`src/rtl/bitstream_serializer.sv`:
```
// Parallel-to-serial feeder: buffers WIDTH-bit words in a small FIFO and emits
// them one bit per clock on x, with no idle bit between back-to-back words.
module bitstream_serializer #(
    parameter int WIDTH     = 8,
    parameter int DEPTH     = 4,
    parameter int MSB_FIRST = 1
) (
    input  logic             clk,
    input  logic             rst,
    input  logic [WIDTH-1:0] in_data,
    input  logic             in_valid,
    output logic             in_ready,
    input  logic             hold,
    output logic             x,
    output logic             x_valid,
    output logic             x_last,
    output logic             busy
);
    localparam int AW = $clog2(DEPTH);
    localparam int CW = $clog2(WIDTH);
    localparam logic [AW:0]   FULL     = (AW+1)'(DEPTH);
    localparam logic [CW-1:0] LAST_BIT = CW'(WIDTH - 1);

    typedef enum logic {IDLE, SHIFT} state_t;

    state_t           state_q, state_d;
    logic [WIDTH-1:0] mem_q [DEPTH];
    logic [AW-1:0]    wr_ptr_q, wr_ptr_d, rd_ptr_q, rd_ptr_d;
    logic [AW:0]      count_q, count_d;
    logic [WIDTH-1:0] shift_q, shift_d;
    logic [CW-1:0]    bit_cnt_q, bit_cnt_d;
    logic             x_q, x_d, x_valid_q, x_valid_d, x_last_q, x_last_d;
    logic             push, pop;

    assign in_ready = (count_q != FULL);
    assign push     = in_valid && in_ready;
    assign busy     = (count_q != '0) || (state_q == SHIFT);
    assign x        = x_q;
    assign x_valid  = x_valid_q;
    assign x_last   = x_last_q;

    always_comb begin
        state_d   = state_q;
        shift_d   = shift_q;
        bit_cnt_d = bit_cnt_q;
        pop       = 1'b0;
        case (state_q)
            IDLE: begin
                if (!hold && count_q != '0) begin
                    pop       = 1'b1;
                    shift_d   = mem_q[rd_ptr_q];
                    bit_cnt_d = '0;
                    state_d   = SHIFT;
                end
            end
            SHIFT: begin
                // x_valid_q marks that the current bit was presented last cycle,
                // so the shifter only advances past bits actually emitted.
                if (x_valid_q) begin
                    if (bit_cnt_q == LAST_BIT) begin
                        if (count_q != '0) begin
                            pop       = 1'b1;
                            shift_d   = mem_q[rd_ptr_q];
                            bit_cnt_d = '0;
                        end else begin
                            state_d = IDLE;
                        end
                    end else begin
                        shift_d   = (MSB_FIRST != 0) ? (shift_q << 1) : (shift_q >> 1);
                        bit_cnt_d = bit_cnt_q + CW'(1);
                    end
                end
            end
            default: state_d = IDLE;
        endcase

        wr_ptr_d = push ? wr_ptr_q + AW'(1) : wr_ptr_q;
        rd_ptr_d = pop  ? rd_ptr_q + AW'(1) : rd_ptr_q;
        case ({push, pop})
            2'b10:   count_d = count_q + (AW+1)'(1);
            2'b01:   count_d = count_q - (AW+1)'(1);
            default: count_d = count_q;
        endcase

        x_valid_d = (state_d == SHIFT) && !hold;
        x_d       = x_valid_d && ((MSB_FIRST != 0) ? shift_d[WIDTH-1] : shift_d[0]);
        x_last_d  = x_valid_d && (bit_cnt_d == LAST_BIT);
    end

    always_ff @(posedge clk or posedge rst) begin
        if (rst) begin
            state_q   <= IDLE;
            wr_ptr_q  <= '0;
            rd_ptr_q  <= '0;
            count_q   <= '0;
            shift_q   <= '0;
            bit_cnt_q <= '0;
            x_q       <= 1'b0;
            x_valid_q <= 1'b0;
            x_last_q  <= 1'b0;
        end else begin
            state_q   <= state_d;
            wr_ptr_q  <= wr_ptr_d;
            rd_ptr_q  <= rd_ptr_d;
            count_q   <= count_d;
            shift_q   <= shift_d;
            bit_cnt_q <= bit_cnt_d;
            x_q       <= x_d;
            x_valid_q <= x_valid_d;
            x_last_q  <= x_last_d;
        end
    end

    always_ff @(posedge clk) begin
        if (push) begin
            mem_q[wr_ptr_q] <= in_data;
        end
    end
endmodule

```
`config.mk`:
```
export PLATFORM = sky130hd
export DESIGN_NAME = bitstream_serializer
export DESIGN_NICKNAME = d
export VERILOG_FILES = /design/src/rtl/bitstream_serializer.sv
export SDC_FILE = /design/constraint.sdc
export NUM_CORES = 1
export LEC_CHECK = 0
export ABC_AREA = 1
export CAP_MARGIN = 0
export CORE_MARGIN = 5
export CORE_UTILIZATION = 41
export CTS_CLUSTER_DIAMETER = 120
export CTS_CLUSTER_SIZE = 8
export DETAILED_ROUTE_END_ITERATION = 8
export GPL_ROUTABILITY_DRIVEN = 0
export PLACE_DENSITY_LB_ADDON = 0.2
export REMOVE_ABC_BUFFERS = 1
export SLEW_MARGIN = 10
export SYNTH_ARGS = -nofsm -noshare
export SYNTH_HDL_FRONTEND = slang
export SYNTH_SLANG_ARGS = --single-unit
```
`constraint.sdc`:
```
create_clock -name clk -period 2.4 [get_ports clk]
set_input_delay 0.72 -clock clk [delete_from_list [all_inputs] [get_ports clk]]
set_output_delay 0.72 -clock clk [all_outputs]
set_load 0.005 [all_outputs]
```
# == After elaboration in Yosys (flattened, before gate mapping) ==
# Memory sizes are Yosys's and may differ from the RTL's.
# Cells that the tools add are included.
# W data, S select, Z words.
# totals
ff_bits,22
latch_bits,0
mem_bits_rw,32
romBits,0
out_inout_bits,5
elab_cells,56
memories,1
# op_classes
add_sub_neg,5
mul,0
n_div,0
magnitude_cmp,0
eq_ne,8
shift,0
mux,21
bitwise_logic,1
n_reduce_logical,10
# mem_list
name,words,word_bits,rd,rd_clocked_by_memory_dff,write_ports,line_no,rtl
mem_q,4,8,1,0,1,27,logic [WIDTH-1:0] mem_q [DEPTH];
# op_table
cell,n
$mux W8,4
$pmux W8 S2,1
$mux W3,4
$pmux W3 S2,2
$mux W1,8
$add A3 B1 Y3 const B,2
$eq A3 B3 Y1 const B,2
$logic_and A1 B1 Y1,5
$add A2 B1 Y2 const B,2
$pmux W1 S2,2
$ne A3 B2 Y1 const B,1
$ne A3 B3 Y1 const B,1
$reduce_and A3 Y1,1
$reduce_bool A3 Y1,1
$sub A3 B1 Y3 const B,1
$eq A2 B1 Y1 const B,1
$eq A2 B2 Y1 const B,1
$ne A2 B1 Y1 const B,1
$ne A2 B2 Y1 const B,1
$reduce_bool A2 Y1,1
$logic_not A1 Y1,1
$logic_or A1 B1 Y1,1
$not A1 Y1,1

# == Logic depth before layout (Yosys ltp) ==
# Gate-level depths: netlist of run 1.
# logic_depth
depth_word,7
ltp_mapped,11

# == Worst setup path after synthesis of run 1 ==
# OpenSTA, ideal clock, no wires.
# synth_path
kind,in2reg
startpoint,input hold
endpoint,register count_q[2]
arrival_time_ns,2.027
t_required_ns,2.269
path_slack_ns,0.242
cell_stages,9
path_buffers,0
cell_sequence,inv_1 -> nand3_4 -> nand2_2 -> ha_1 -> inv_1 -> fa_1 -> a21oi_1 -> o21ai_0 -> xor2_1
# synth_between
elab_chain_cells,6
elab_cells_between_ends,8
# synth_lines
item,line_no,rtl
start: declaration,13,"input logic hold,"
$logic_not A1 Y1 *,49,if (!hold && count_q != '0) begin
$logic_and A1 B1 Y1 *,49,
$mux W1 *,49,
$pmux W1 S2 *,47,case (state_q)
net pop,33,"logic push, pop;"
$eq A2 B1 Y1 / $eq A2 B2 Y1 (equally long branches),79,"case ({push, pop})"
$pmux W3 S2 / $reduce_bool A2 Y1 (equally long branches),-,
end signal: assignment,105,count_q <= count_d;
end: declaration,29,"logic [AW:0] count_q, count_d;"
# Mark *: on every way through the listed nets, which the timed path passes. The rest lies on a longest branch.
# A chain may end at the register's enable or synchronous reset.

# == Worst setup path after layout of run 1 ==
# layout_path
startpoint,register state_q
endpoint,output busy
# layout_between
elab_chain_cells,1
# layout_lines
item,line_no,rtl
start: declaration,26,"state_t state_q, state_d;"
start signal: assignment,102,state_q <= state_d;
$logic_or A1 B1 Y1,37,assign busy = (count_q != '0) || (state_q == SHIFT);
end: declaration,17,output logic busy
# No other way between the ends.

==> impl_metrics.tcl, run 1 <==
set metrics [dict create \
    multiInputGateArea_um2 880.8 \
    first_pass_iters 4 \
    drt_iter0_markers 37 \
    clk_pin_slew_ns 0.10 \
    wl_per_cell_um 13.01 \
    regArea_um2 1511 \
    status "finished, final reports clean" \
    fin_tns_setup_ns 0 \
    avgSynthCellArea_um2 10.90 \
    core_um2 5956 \
    ios 17 \
    cts-hold-fix-buffers 0 \
    cts_tree "built" \
    worstPathArrival_ns 1.54 \
    tightest_slew_ns 0.5267 \
    vias 1603 \
    crit_slowest_cell "clkdlybuf4s50_1" \
    start_kind "register" \
    hold_class "register to register" \
    start_util 0.4246 \
    ys_seq_elements 54 \
    placementRows 28 \
    nets 281 \
    path_class "register to primary output" \
    n_antenna_cell 0 \
    clock_skew_ns 0.005701 \
    portBuffers 16 \
    grt_pass1_vias 1638 \
    ys_seq_area_frac 0.5977 \
    dp_hpwl_um 3060 \
    critPathRequiredTime_ns 1.68 \
    syn_inst 232 \
    synth_area_um2 2529 \
    drive_gt1_frac 0.1801 \
    worstPathCellList "inv_2, nand3_1, clkdlybuf4s50_1" \
    cts.path.max_buffers 2 \
    cts.sinks 54 \
    ys.flop_type "edfxtp_1" \
    numCtsBuffers 5 \
    grt.total_usage 0.1293 \
    slew_violations 0 \
    die_x_um 88.54 \
    fmax_mhz 442.7 \
    synth_edf_count 32 \
    slowest_delay_ns 0.50 \
    min_period_ns 2.259 \
    routed_wl_um 4371 \
    power_density_nw_per_um2 990.3 \
    antenna_found_initial 0 \
    rsz0062_at_grt "false" \
    synth.distinct_cells 29 \
    cts_resized 0 \
    vdd_ir_drop_max_mv 0.4926 \
    crit_fanout 6 \
    maxCapViolations 0 \
    synthArstFlopShare 0.4074 \
    synth_area_leader_cell "edfxtp_1" \
    end_kind "primary output" \
    drc 0 \
    area_growth_pct 15.73 \
    yosysTopAreaCellShare 0.3800 \
    dieArea_um2 7838 \
    hold_viol 0 \
    cts_setup_buffers 0 \
    fp.dieH_um 88.54 \
    routed_via_density 4.771 \
    cts-root-buf "clkbuf_8" \
    ant_nets 0 \
    yosysWarnings 0 \
    finalPower_mw 2.898 \
    timing.final.crit_share 0.9413 \
    h-tree-depth 2 \
    grt_pass1_wl_um 7617 \
    whs_ns 0.5259 \
    setup-violations-final 0 \
    slew_headroom 0.6489 \
    clk_latency_ns 0.31 \
    gr-total-overflow 0 \
    synth.area.top_cells "edfxtp_1 (38%), dfrtp_1 (22%), nand2_1 (4.8%), nor2_1 (4.5%), ha_1 (4.0%)" \
    p_leak_nw 1.213 \
    layout_common_cells "nand2_1 (32), edfxtp_1 (32), nor2_1 (30)" \
    fillers 572 \
    grt_start_max_net_pins 23 \
]
-- synthesized netlist by cell type (all sizes together), types with 2 or more instances --
master / instances
edfxtp: 32
nand2: 42
inv: 26
ha: 8
o21ai: 17
o22ai: 7
buf: 4
xor2: 4
dfrtp: 22
nand3: 14
nor2: 31
a21oi: 18
clkbuf: 2
-- worst max-delay path, delay by kind of cell (launching register included) --
| family | cells | cell delay, ns |
|---|---|---|
| DFF | 1 | 0.49 |
| and+or+nand+nor | 1 | 0.11 |
| buffers and inverters | 2 | 0.63 |
-- power breakdown --
part,leakage (nW),switching [mW],internal [mW]
clock network,0.0506,0.326,0.219
registers,0.556,0.177,1.23
logic,0.606,0.572,0.376
total,1.21,1.08,1.82
-- layer usage --
| layer | GRT usage | part of all wire |
|---|---|---|
| met2 | 0.2101 | 0.48 |
| met4 | 0.04670 | 0.012 |
| met5 | 0 | 0 |
| met3 | 0.03724 | 0.032 |
| met1 | 0.1651 | 0.48 |
-- state kept, by name (all words and copies together) (netlist names) --
signal / flops
bit_cnt_q: 3
count_q: 3
mem_q: 32
rd_ptr_q: 2
shift_q: 8
state_q: 1
wr_ptr_q: 2
x: 1
x_last: 1
x_valid: 1
-- per-stage QoR --
stage / instance area, um2 / std cells / worst slack (ns) / utilization
finish: 2927 / 336 / 0.1409 / 0.4914
global route: 2927 / 336 / 0.04259 / 0.4914
CTS: 2927 / 336 / 0.1214 / 0.4914
detailed placement: 2829 / 328 / -0.09912 / 0.4750
global placement: 2829 / 328 / -0.07568 / 0.4750
floorplan: 2492 / 226 / 0.2417 / -
-- path summary, 6_finish.rpt --
check / start / end / slack (ns) / cells past startpoint
max in group asynchronous: rst / state_q / 1.44 / 3
setup reg to reg: bit_cnt_q[0] / count_q[2] / 0.33 / 10
hold reg to reg: shift_q[0] / shift_q[0] / 0.53 / 1
hold / removal: shift_q[0] / shift_q[0] / 0.53 / 1
setup / recovery: state_q / busy / 0.14 / 3
min in group asynchronous: rst / count_q[0] / 0.73 / 3
-- final cells by class --
type                       instances  area share
sequential                        54      0.5165
multi-input combinational        146      0.3010
timing repair buffer              27     0.08294
inverter                          26     0.03420
tap                               75     0.03206
clock buffer                       5     0.02351
clock inverter                     3    0.009833
-- logic make-up (layout without fill, tap and decap cells) --
group,Yosys count,in the layout,share of synthesized area
xor gates and xnor gates,5,5,0.01732
DFF,54,54,0.5977
and+or+nand+nor,89,89,0.1786
buffers and inverters,32,61,0.05393
AOI/OAI and AO/OA,43,43,0.1049
adders and majority gates,9,9,0.04750
(Power assumes the default switching activity.)
==> run 2: changes to the inputs <==
--- a/config.mk
+++ b/config.mk
@@ -5,10 +5,9 @@
 export SDC_FILE = /design/constraint.sdc
 export NUM_CORES = 1
 export LEC_CHECK = 0
-export ABC_AREA = 1
 export CAP_MARGIN = 0
 export CORE_MARGIN = 5
-export CORE_UTILIZATION = 41
+export CORE_UTILIZATION = 58
 export CTS_CLUSTER_DIAMETER = 120
 export CTS_CLUSTER_SIZE = 8
 export DETAILED_ROUTE_END_ITERATION = 8
==> run 2 against run 1 <==
Worst setup slack worse by 0.042 ns. Global-route usage is 3.7 points higher. Critical path depth stayed put. Synthesized cell count is 31% lower. Register-to-register slack worse by 0.11 ns. Largest cell class unchanged. Routed wire length is 9.4% lower. Critical endpoint unchanged. Power is 1.2% higher. Sequential share of layout area is 2.7 points higher. Sequential power is 4% higher. Flip-flop and latch count stayed put. Highest routed layer unchanged. Clock power is 12% higher. Critical path type unchanged.
==> impl_metrics.tcl, run 2 <==
set metrics [dict create \
    yosysTopAreaCellShare 0.3979 \
    synth_area_leader_cell "edfxtp_1" \
    critical_path.top_delay_family "flip-flops" \
    p_sw_uw 868.8 \
    clkPwrFrac 0.208 \
    synth.most_common_cell "edfxtp_1" \
    slowest_delay_ns 0.46 \
    synth-adder-area-share 0.04974 \
    portBuffers 16 \
    numCtsBuffers 5 \
    drc 0 \
    wl_per_cell_um 16.71 \
    p_leak_nw 1.093 \
    routed_wl_um 3960 \
    instances_no_fill 237 \
    multiInputGateArea_um2 825.8 \
    yosysWarnings 0 \
    fin_area_um2 2788 \
    grt.busiest_layer "met2" \
    swShare 0.2963 \
    ys_seq_elements 54 \
    largest_register_ffs 32 \
    fmax_mhz 434.7 \
    clock_skew_ns 0.006205 \
    antenna_found_initial 0 \
    end_kind "primary output" \
    grt.total_usage 0.1660 \
    drive_gt1_frac 0.2032 \
    synth_compound_area_frac 0.08756 \
    power_density_nw_per_um2 1052 \
    path_class "register to primary output" \
    die_x_um 74.53 \
    drt_iter0_markers 102 \
    grt_start_max_net_pins 23 \
    nets 207 \
    crit_slowest_cell "dfrtp_2" \
    synth.distinct_cells 41 \
    first_pass_iters 4 \
    cp_num_cells 3 \
    rr_worst_depth 10 \
    crit_start "count_q[0]" \
    synth-simple-area-share 0.1005 \
    ys_seq_area_frac 0.6259 \
    p_comb_frac 0.290 \
    finalPower_mw 2.932 \
    crit-reg2reg-capture "count_q[2]" \
    slew_violations 0 \
    hold_path_startpoint "shift_q[0]" \
    vdd_ir_drop_max_mv 0.5597 \
    worstPathCellList "nor3_4, nand2b_1, clkdlybuf4s50_1" \
    largest-register "mem_q" \
    regArea_um2 1514 \
    n_antenna_cell 0 \
    synth_edf_count 32 \
    fin_tns_setup_ns 0 \
    final_common_cell "edfxtp_1" \
    vias 1350 \
    fp.dieH_um 74.53 \
    dieArea_um2 5554 \
    fillers 284 \
    tightest_slew_ns 0.6115 \
    dp_hpwl_um 2917 \
    synth_area_um2 2415 \
    whs_ns 0.5062 \
    crit_fanout 5 \
    grt_use_met2 0.2712 \
    fin_util 0.6919 \
    area_growth_pct 15.44 \
    hold_class "register to register" \
    top_regs "mem_q (32), shift_q (8)" \
    synth_top_family_by_area "simple AND/OR/NAND/NOR gates" \
    gr-total-overflow 0 \
    cts-root-buf "clkbuf_8" \
    slew_headroom 0.5866 \
    synthArstFlopShare 0.4074 \
    setup-violations-final 0 \
    dp_slack_ns -0.2336 \
    clk_latency_ns 0.30 \
    worst_slack_ns 0.09938 \
    ios 17 \
    clk_pin_slew_ns 0.09 \
    synth.area.top_cells "edfxtp_1 (40%), dfrtp_1 (23%), mux4_2 (7.5%), ha_1 (4.1%), a221o_1 (2.5%)" \
    ant_nets 0 \
    postPlaceCellArea_um2 2654 \
    maxCapViolations 0 \
    grt_pass1_vias 1436 \
    cts.sinks 54 \
    cts_tree "built" \
    rsz0062_at_grt "false" \
    core_um2 4029 \
    critPathRequiredTime_ns 1.68 \
    start_util 0.5994 \
    syn_inst 160 \
    intPower_mw 2.063 \
    routed_via_density 5.696 \
    r2r_slack_ns 0.22 \
    worstPathArrival_ns 1.58 \
    min_period_ns 2.301 \
    synth.mux.area_fraction 0.07927 \
    timing.final.crit_share 0.9586 \
    path_buf_inv 1 \
    ys.flop_type "edfxtp_1" \
    gr-usage-met1 0.2235 \
    rr_startpoint "bit_cnt_q[1]" \
    hold-path-cell-count 2 \
    grt_pass1_wl_um 6768 \
    seq_power_share 0.502 \
    start_kind "register" \
    placementRows 23 \
    hold_end "shift_q[0]" \
    h-tree-depth 2 \
    placed_cells 228 \
    avgSynthCellArea_um2 15.09 \
    hold_viol 0 \
    layout_common_cells "edfxtp_1 (32), dfrtp_1 (20), clkdlybuf4s50_1 (16)" \
    synthXorXnorAreaFrac 0.02176 \
    synthTopCellsByCount "edfxtp_1 (32), dfrtp_1 (22), inv_1 (13)" \
    status "finished, final reports clean" \
    grt_util_met3 0.04189 \
    cts.path.max_buffers 2 \
]
## run 2: final cells by class
cell class                      instances  area share
Clock buffer                            7     0.03097
Clock inverter                          1     0.01077
Inverter                               13     0.01750
Multi-Input combinational cell         88      0.2962
Sequential cell                        54      0.5431
Tap cell                               50     0.02244
Timing Repair Buffer                   24     0.07899
## run 2: cells by family after synthesis
group                    count (synthesis)
flip-flops                              54
AND/OR/NAND/NOR                         40
AO/OA/AOI/OAI                           24
buffers and inverters                   18
multiplexers                             9
adder cells (fa/ha/maj)                  9
XOR/XNOR                                 6
## run 2: how the worst max path moves through the flow
| stage | slack, ns | endpoint |
|---|---|---|
| 5_1_grt | 0.008 | busy |
| 3_5_place_dp | -0.23 | count_q[2] |
| 3_3_place_gp | -0.14 | count_q[2] |
| 2_1_floorplan | 0.17 | count_q[2] |
| 6_report | 0.1 | busy |
| 4_1_cts | 0.03 | in_ready |
## run 2: power by group through the flow
stage / Combinational [mW] / Clock, mW / Sequential (mW)
2_1_floorplan: 0.625 / 0 / 1.43
3_3_place_gp: 0.786 / 0 / 1.48
3_5_place_dp: 0.839 / 0 / 1.50
4_1_cts: 0.842 / 0.624 / 1.48
5_1_grt: 0.950 / 0.657 / 1.51
6_report: 0.851 / 0.610 / 1.47
## run 2: what timing repair did
item                                    in CTS  in global routing
setup buffers                                0                  1
endpoints found under the setup margin       0                  3
gates resized for setup                      0                  5
hold buffers                                 0                  0
## run 2: tightest hold or removal path, delay by kind of cell (launching register included)
kind / cells / cell delay, ns
DFF: 1 / 0.35
AOI/OAI and AO/OA: 1 / 0.07
and+or+nand+nor: 1 / 0.06
## run 2: per-layer routing
metal / part of all wire / vias to the layer above
li1: - / 646
met1: 0.44 / 668
met2: 0.51 / 29
met3: 0.043 / 7
met4: 0.014 / 0
met5: 0 / -
